**config.mk**
```make
export PLATFORM = sky130hd
export DESIGN_NAME = i2s_tx
export DESIGN_NICKNAME = d
export VERILOG_FILES = /design/src/rtl/i2s_pkg.sv /design/src/rtl/i2s_clkgen.sv /design/src/rtl/i2s_tx.sv
export SDC_FILE = /design/constraint.sdc
export NUM_CORES = 1
export LEC_CHECK = 0
export BUFFER_PORTS_ARGS = -buffer_cell sky130_fd_sc_hd__buf_2
export CORE_ASPECT_RATIO = 2
export CORE_MARGIN = 1.5
export CORE_UTILIZATION = 25
export DETAILED_ROUTE_END_ITERATION = 8
export PLACE_DENSITY_LB_ADDON = 0.1
export SETUP_SLACK_MARGIN = 0.15
export SYNTH_ARGS = -nofsm -noshare
export SYNTH_HDL_FRONTEND = slang
export SYNTH_SLANG_ARGS = --single-unit
```
**constraint.sdc**
```tcl
create_clock -name clk -period 2.4 [get_ports clk]
set_clock_uncertainty 0.15 [all_clocks]
set_input_delay 0.24 -clock clk [delete_from_list [all_inputs] [get_ports clk]]
set_output_delay 0.24 -clock clk [all_outputs]
set_load 0.005 [all_outputs]
```
**src/rtl/i2s_pkg.sv**
```systemverilog
// rtl/i2s_pkg.sv - shared I2S constants for the transmitter and receiver
package i2s_pkg;

  localparam int   SLOT_W_DEFAULT = 32;
  localparam int   FRAME_BITS     = 2 * SLOT_W_DEFAULT;
  localparam logic WS_LEFT        = 1'b0;
  localparam logic WS_RIGHT       = 1'b1;
  localparam int   LATCH_SLOT     = 1;

  function automatic logic ws_for_slot(input int slot, input int slot_w);
    return (slot >= slot_w) ? WS_RIGHT : WS_LEFT;
  endfunction

endpackage

```
**src/rtl/i2s_clkgen.sv**
```systemverilog
// rtl/i2s_clkgen.sv - BCLK/WS generator with slot counter and falling-edge strobe
module i2s_clkgen
  import i2s_pkg::*;
#(
  parameter int SLOT_W  = SLOT_W_DEFAULT,
  parameter int CLK_DIV = 3
) (
  input  logic                          clk,
  input  logic                          rst,
  input  logic                          en,
  output logic                          bclk,
  output logic                          ws,
  output logic [$clog2(2*SLOT_W)-1:0]   k,
  output logic                          fall_evt
);

  localparam int KW    = $clog2(2 * SLOT_W);
  localparam int K_MAX = 2 * SLOT_W - 1;

  logic [7:0]    div_cnt;
  logic          div_wrap;
  logic [KW-1:0] k_nxt;

  assign div_wrap = en && (div_cnt == 8'(CLK_DIV - 1));
  assign fall_evt = div_wrap && bclk;
  assign k_nxt    = (k == KW'(K_MAX)) ? '0 : k + KW'(1);

  // k starts at the last slot so the first falling edge opens slot 0
  always_ff @(posedge clk) begin
    if (rst) begin
      div_cnt <= '0;
      bclk    <= 1'b0;
      ws      <= WS_LEFT;
      k       <= KW'(K_MAX);
    end else if (en) begin
      if (div_wrap) begin
        div_cnt <= '0;
        bclk    <= ~bclk;
      end else begin
        div_cnt <= div_cnt + 8'd1;
      end
      if (fall_evt) begin
        k  <= k_nxt;
        ws <= ws_for_slot(int'(k_nxt), SLOT_W);
      end
    end
  end

endmodule

```
**src/rtl/i2s_tx.sv**
```systemverilog
// rtl/i2s_tx.sv - I2S master transmitter with one-frame holding buffer
module i2s_tx
  import i2s_pkg::*;
#(
  parameter int SLOT_W  = SLOT_W_DEFAULT,
  parameter int CLK_DIV = 3
) (
  input  logic              clk,
  input  logic              rst,
  input  logic              en,
  input  logic [SLOT_W-1:0] l_data,
  input  logic [SLOT_W-1:0] r_data,
  input  logic              valid,
  output logic              ready,
  output logic              BCLK,
  output logic              WS,
  output logic              DOUT,
  output logic              frame_start,
  output logic              underrun
);

  localparam int FB = 2 * SLOT_W;
  localparam int KW = $clog2(FB);

  logic [KW-1:0] k;
  logic          fall_evt;
  logic          latch;
  logic          xfer;
  logic          wt;
  logic          buf_full;
  logic          buf_full_nxt;
  logic [FB-1:0] buf_q;
  logic [FB-1:0] shifter;
  logic [FB-1:0] frame_src;

  i2s_clkgen #(
    .SLOT_W  (SLOT_W),
    .CLK_DIV (CLK_DIV)
  ) u_clkgen (
    .clk      (clk),
    .rst      (rst),
    .en       (en),
    .bclk     (BCLK),
    .ws       (WS),
    .k        (k),
    .fall_evt (fall_evt)
  );

  assign xfer  = valid && ready;
  assign latch = fall_evt && (k == KW'(LATCH_SLOT - 1));
  // An empty buffer at latch time lets a same-cycle frame bypass straight into the shifter
  assign wt    = latch && !buf_full && xfer;
  assign frame_src = buf_full ? buf_q : (wt ? {l_data, r_data} : '0);

  always_comb begin
    buf_full_nxt = buf_full;
    if (latch && buf_full)
      buf_full_nxt = 1'b0;
    else if (xfer && !wt)
      buf_full_nxt = 1'b1;
  end

  // The shifter runs MSB-first from slot 1; its last bit lands in slot 0 of the next frame
  always_ff @(posedge clk) begin
    if (rst) begin
      ready       <= 1'b0;
      buf_full    <= 1'b0;
      buf_q       <= '0;
      shifter     <= '0;
      DOUT        <= 1'b0;
      frame_start <= 1'b0;
      underrun    <= 1'b0;
    end else begin
      ready       <= !buf_full_nxt;
      buf_full    <= buf_full_nxt;
      frame_start <= latch && (buf_full || wt);
      underrun    <= latch && !buf_full && !wt;
      if (xfer && !wt)
        buf_q <= {l_data, r_data};
      if (latch) begin
        DOUT    <= frame_src[FB-1];
        shifter <= {frame_src[FB-2:0], 1'b0};
      end else if (fall_evt) begin
        DOUT    <= shifter[FB-1];
        shifter <= {shifter[FB-2:0], 1'b0};
      end
    end
  end

endmodule

```
==> impl_metrics.py <==
metrics = {
    "run": {
        "maxCapViolCount": 0,
    },
    "synth": {
        "avgSynthCellArea_um2": 9.85,
        "synth_ff_type": "dfxtp_1",
        "synth_area_leaders": "dfxtp_1 (42%), mux2i_1 (15%), nand2b_1 (12%)",
        "yosys_warnings": 0,
        "synth_top_area_share": 0.423,
        "ys_seq_area_frac": 0.423,
        "ys_ff_latch": 148,
        "async_reset_ff_frac": 0,
        "synthesis.nets": 782,
        "yosysMostFrequentCell": "dfxtp_1",
        "synth_edf_count": 0,
        "synth.top_cells.by_count": "dfxtp_1 (148), nand2b_1 (131), mux2i_1 (102), clkbuf_1 (48), nor2_1 (40)",
        "yosysTopAreaCell": "dfxtp_1",
        "synth_cells": 710,
        "yosys.cell_types.count": 38,
        "syn_area_mm2": 0.00700,
    },
    "sta": {
        "hold_slack_ns": 0.0404,
        "fin_crit_sh": 0.895,
        "finalHoldViolCount": 0,
        "slew_headroom": 0.641,
        "setup_viol": 0,
        "fin_crit_ns": 2.15,
        "max_freq_ghz": 0.466,
        "finalWorstSetupSlack_ns": 0.253,
        "final_max_slew_viol_count": 0,
        "rsz0062_at_grt": "yes",
        "max_slew.worst_pin.slew_ns": 0.539,
        "finalSetupTns_ns": 0,
    },
    "grt": {
        "grt_antenna_before_repair": 0,
        "top_usage_layer": "met2",
        "grt_use_met3": 0.0279,
        "met2_usage": 0.257,
        "gr-usage-met1": 0.154,
        "grt_usage": 0.140,
        "grt_pass1_vias": 5788,
        "grt_max_degree": 98,
        "gr-total-overflow": 0,
        "grt_first_pass_wirelength_um": 31000,
    },
    "clocking": {
        "cts_sinks": 148,
        "cts_tree": "yes",
        "cts_buffers": 17,
        "path_clk_slew_ns": 0.06,
        "clockRootBuffer": "clkbuf_16",
        "clock_latency_ns": 0.44,
        "h-tree-depth": 4,
        "clockBufferDepth": 2,
    },
    "worst_setup_path": {
        "worstPathRequired_ns": 2.55,
        "crit_chain": "inv_1, ha_1, nor4b_4, nand3_2, o31a_4, buf_16, mux2i_1",
        "worst_setup_path_end_kind": "flip-flop",
        "critPathTopFamily": "simple AND/OR/NAND/NOR gates",
        "critPathMaxFanout": 26,
        "slowest_delay_ns": 0.36,
        "slowest_stage": "nor4b_4",
        "critPathBufInv": 2,
        "critPathLaunchType": "flip-flop",
        "cp_data_arrival_time_ns": 2.30,
        "path_class": "flip-flop to flip-flop",
    },
    "finish": {
        "final_util": 0.330,
        "multi_input_area_mm2": 0.00373,
        "regArea_mm2": 0.00296,
        "drive_above_1_share": 0.167,
        "area_growth_pct": 30.0,
        "fillers": 2905,
        "nets": 895,
        "antenna_cells": 0,
    },
    "route": {
        "via_per_inst": 4.74,
        "ant_nets": 0,
        "drcViolationCount": 0,
        "num_vias": 5637,
        "routed_wl_um": 19800,
        "drt_iter0_markers": 199,
        "wl_per_cell_um": 16.7,
        "drtPass1Iterations": 4,
    },
    "pwr": {
        "ir_drop_mv": 0.480,
        "p_per_area_mw_per_mm2": 665,
        "leakage_nw": 3.23,
    },
    "die": {
        "core_area_mm2": 0.0275,
        "num_rows": 86,
        "die_area_mm2": 0.0291,
        "start_util": 0.254,
        "die_y_um": 240,
        "die_w_um": 121,
        "io_pins": 74,
    },
    "hold_path": {
        "hold_path.class": "input pin to flip-flop",
    },
    "placement": {
        "post-place-ws_ns": 0.114,
        "place_congestion": 0.711,
        "portBuffers": 73,
        "dpl.hpwl_um": 12300,
    },
    "run_status": {
        "outcome": "finished clean",
    },
}
==> through the flow <==
step	instances	instance area, um2	power (W)
after global placement	1090	7760	0.00305
after global routing	1188	9100	0.00627
final	1188	9100	0.00605
after detailed placement	1090	7760	0.00307
after CTS	1187	9050	0.00614
after floorplan	710	7000	0.00289
==> power by group <==
group,internal [W],total [W],switching [W]
Sequential,0.00252,0.00256,0.0000381
Clock,0.00187,0.00296,0.00108
Combinational,0.000275,0.000538,0.000262
==> layout make-up <==
class,count,area share
clock buffer,23,0.0547
clock inverter,9,0.0162
inverter,5,0.00206
multi-input combinational,490,0.410
sequential,148,0.326
tap,352,0.0484
timing repair buffer,161,0.143
==> per-layer routing <==
metal	up-vias	routed length, um
li1	2792	-
met1	2734	8240
met2	87	10600
met3	24	532
met4	0	408
met5	-	0
==> worst reg2reg max path, cell delays in order, from the launching register on <==
cell and delay [ns]:
dfxtp_1 0.35, inv_1 0.09, ha_1 0.14, nor4b_4 0.36, nand3_2 0.16, o31a_4 0.36, buf_16 0.19, mux2i_1 0.23
==> what timing repair did <==
action	in CTS	in global routing
buffers inserted	1	0
cloned	0	1
endpoints found under the setup margin	52	64
hold buffers	64	0
hold endpoints to repair	64	0
pin swaps	0	2
gates resized for setup	0	5
==> flip-flops by register name, indices dropped and copies added (netlist names) <==
signal / count
buf_full: 1
buf_q: 64
u_clkgen.k: 6
u_clkgen.bclk: 1
DOUT: 1
u_clkgen.div_cnt: 8
u_clkgen.ws: 1
shifter: 63
frame_start: 1
underrun: 1
ready: 1
==> cells by family (layout without fill, tap and decap cells) <==
kind of cell / count (synthesis) / in the layout / share of synthesized area
multiplexers: 102 / 102 / 0.146
XOR/XNOR: 10 / 10 / 0.0125
AO/OA/AOI/OAI: 141 / 141 / 0.175
flip-flops: 148 / 148 / 0.423
buffers and inverters: 72 / 198 / 0.0483
adder cells (fa/ha/maj): 4 / 4 / 0.00715
AND/OR/NAND/NOR: 233 / 233 / 0.188
==> worst paths after layout <==
kind,start,endpoint,slack (ns),cells after the start
min reg2reg,shifter[3],shifter[3],0.31,1
max,u_clkgen.div_cnt[0],buf_q[11],0.25,7
min,en,u_clkgen.div_cnt[2],0.04,4
max reg2reg,u_clkgen.div_cnt[0],buf_q[11],0.25,7
==> placed cells by master, fill, tap and decap left out, types with 6 or more instances in the layout <==
master | Yosys | layout
a221oi_1 | 25 | 25
a22o_1 | 39 | 39
buf_12 | 0 | 6
buf_2 | 12 | 72
buf_4 | 0 | 17
clkbuf_16 | 0 | 18
dfxtp_1 | 148 | 147
dlygate4sd3_1 | 0 | 64
mux2i_1 | 102 | 102
nand2_1 | 33 | 33
nand2b_1 | 131 | 130
nor2_1 | 40 | 39
o2bb2ai_1 | 38 | 38
o32ai_1 | 26 | 26
(Power assumes the default switching activity.)
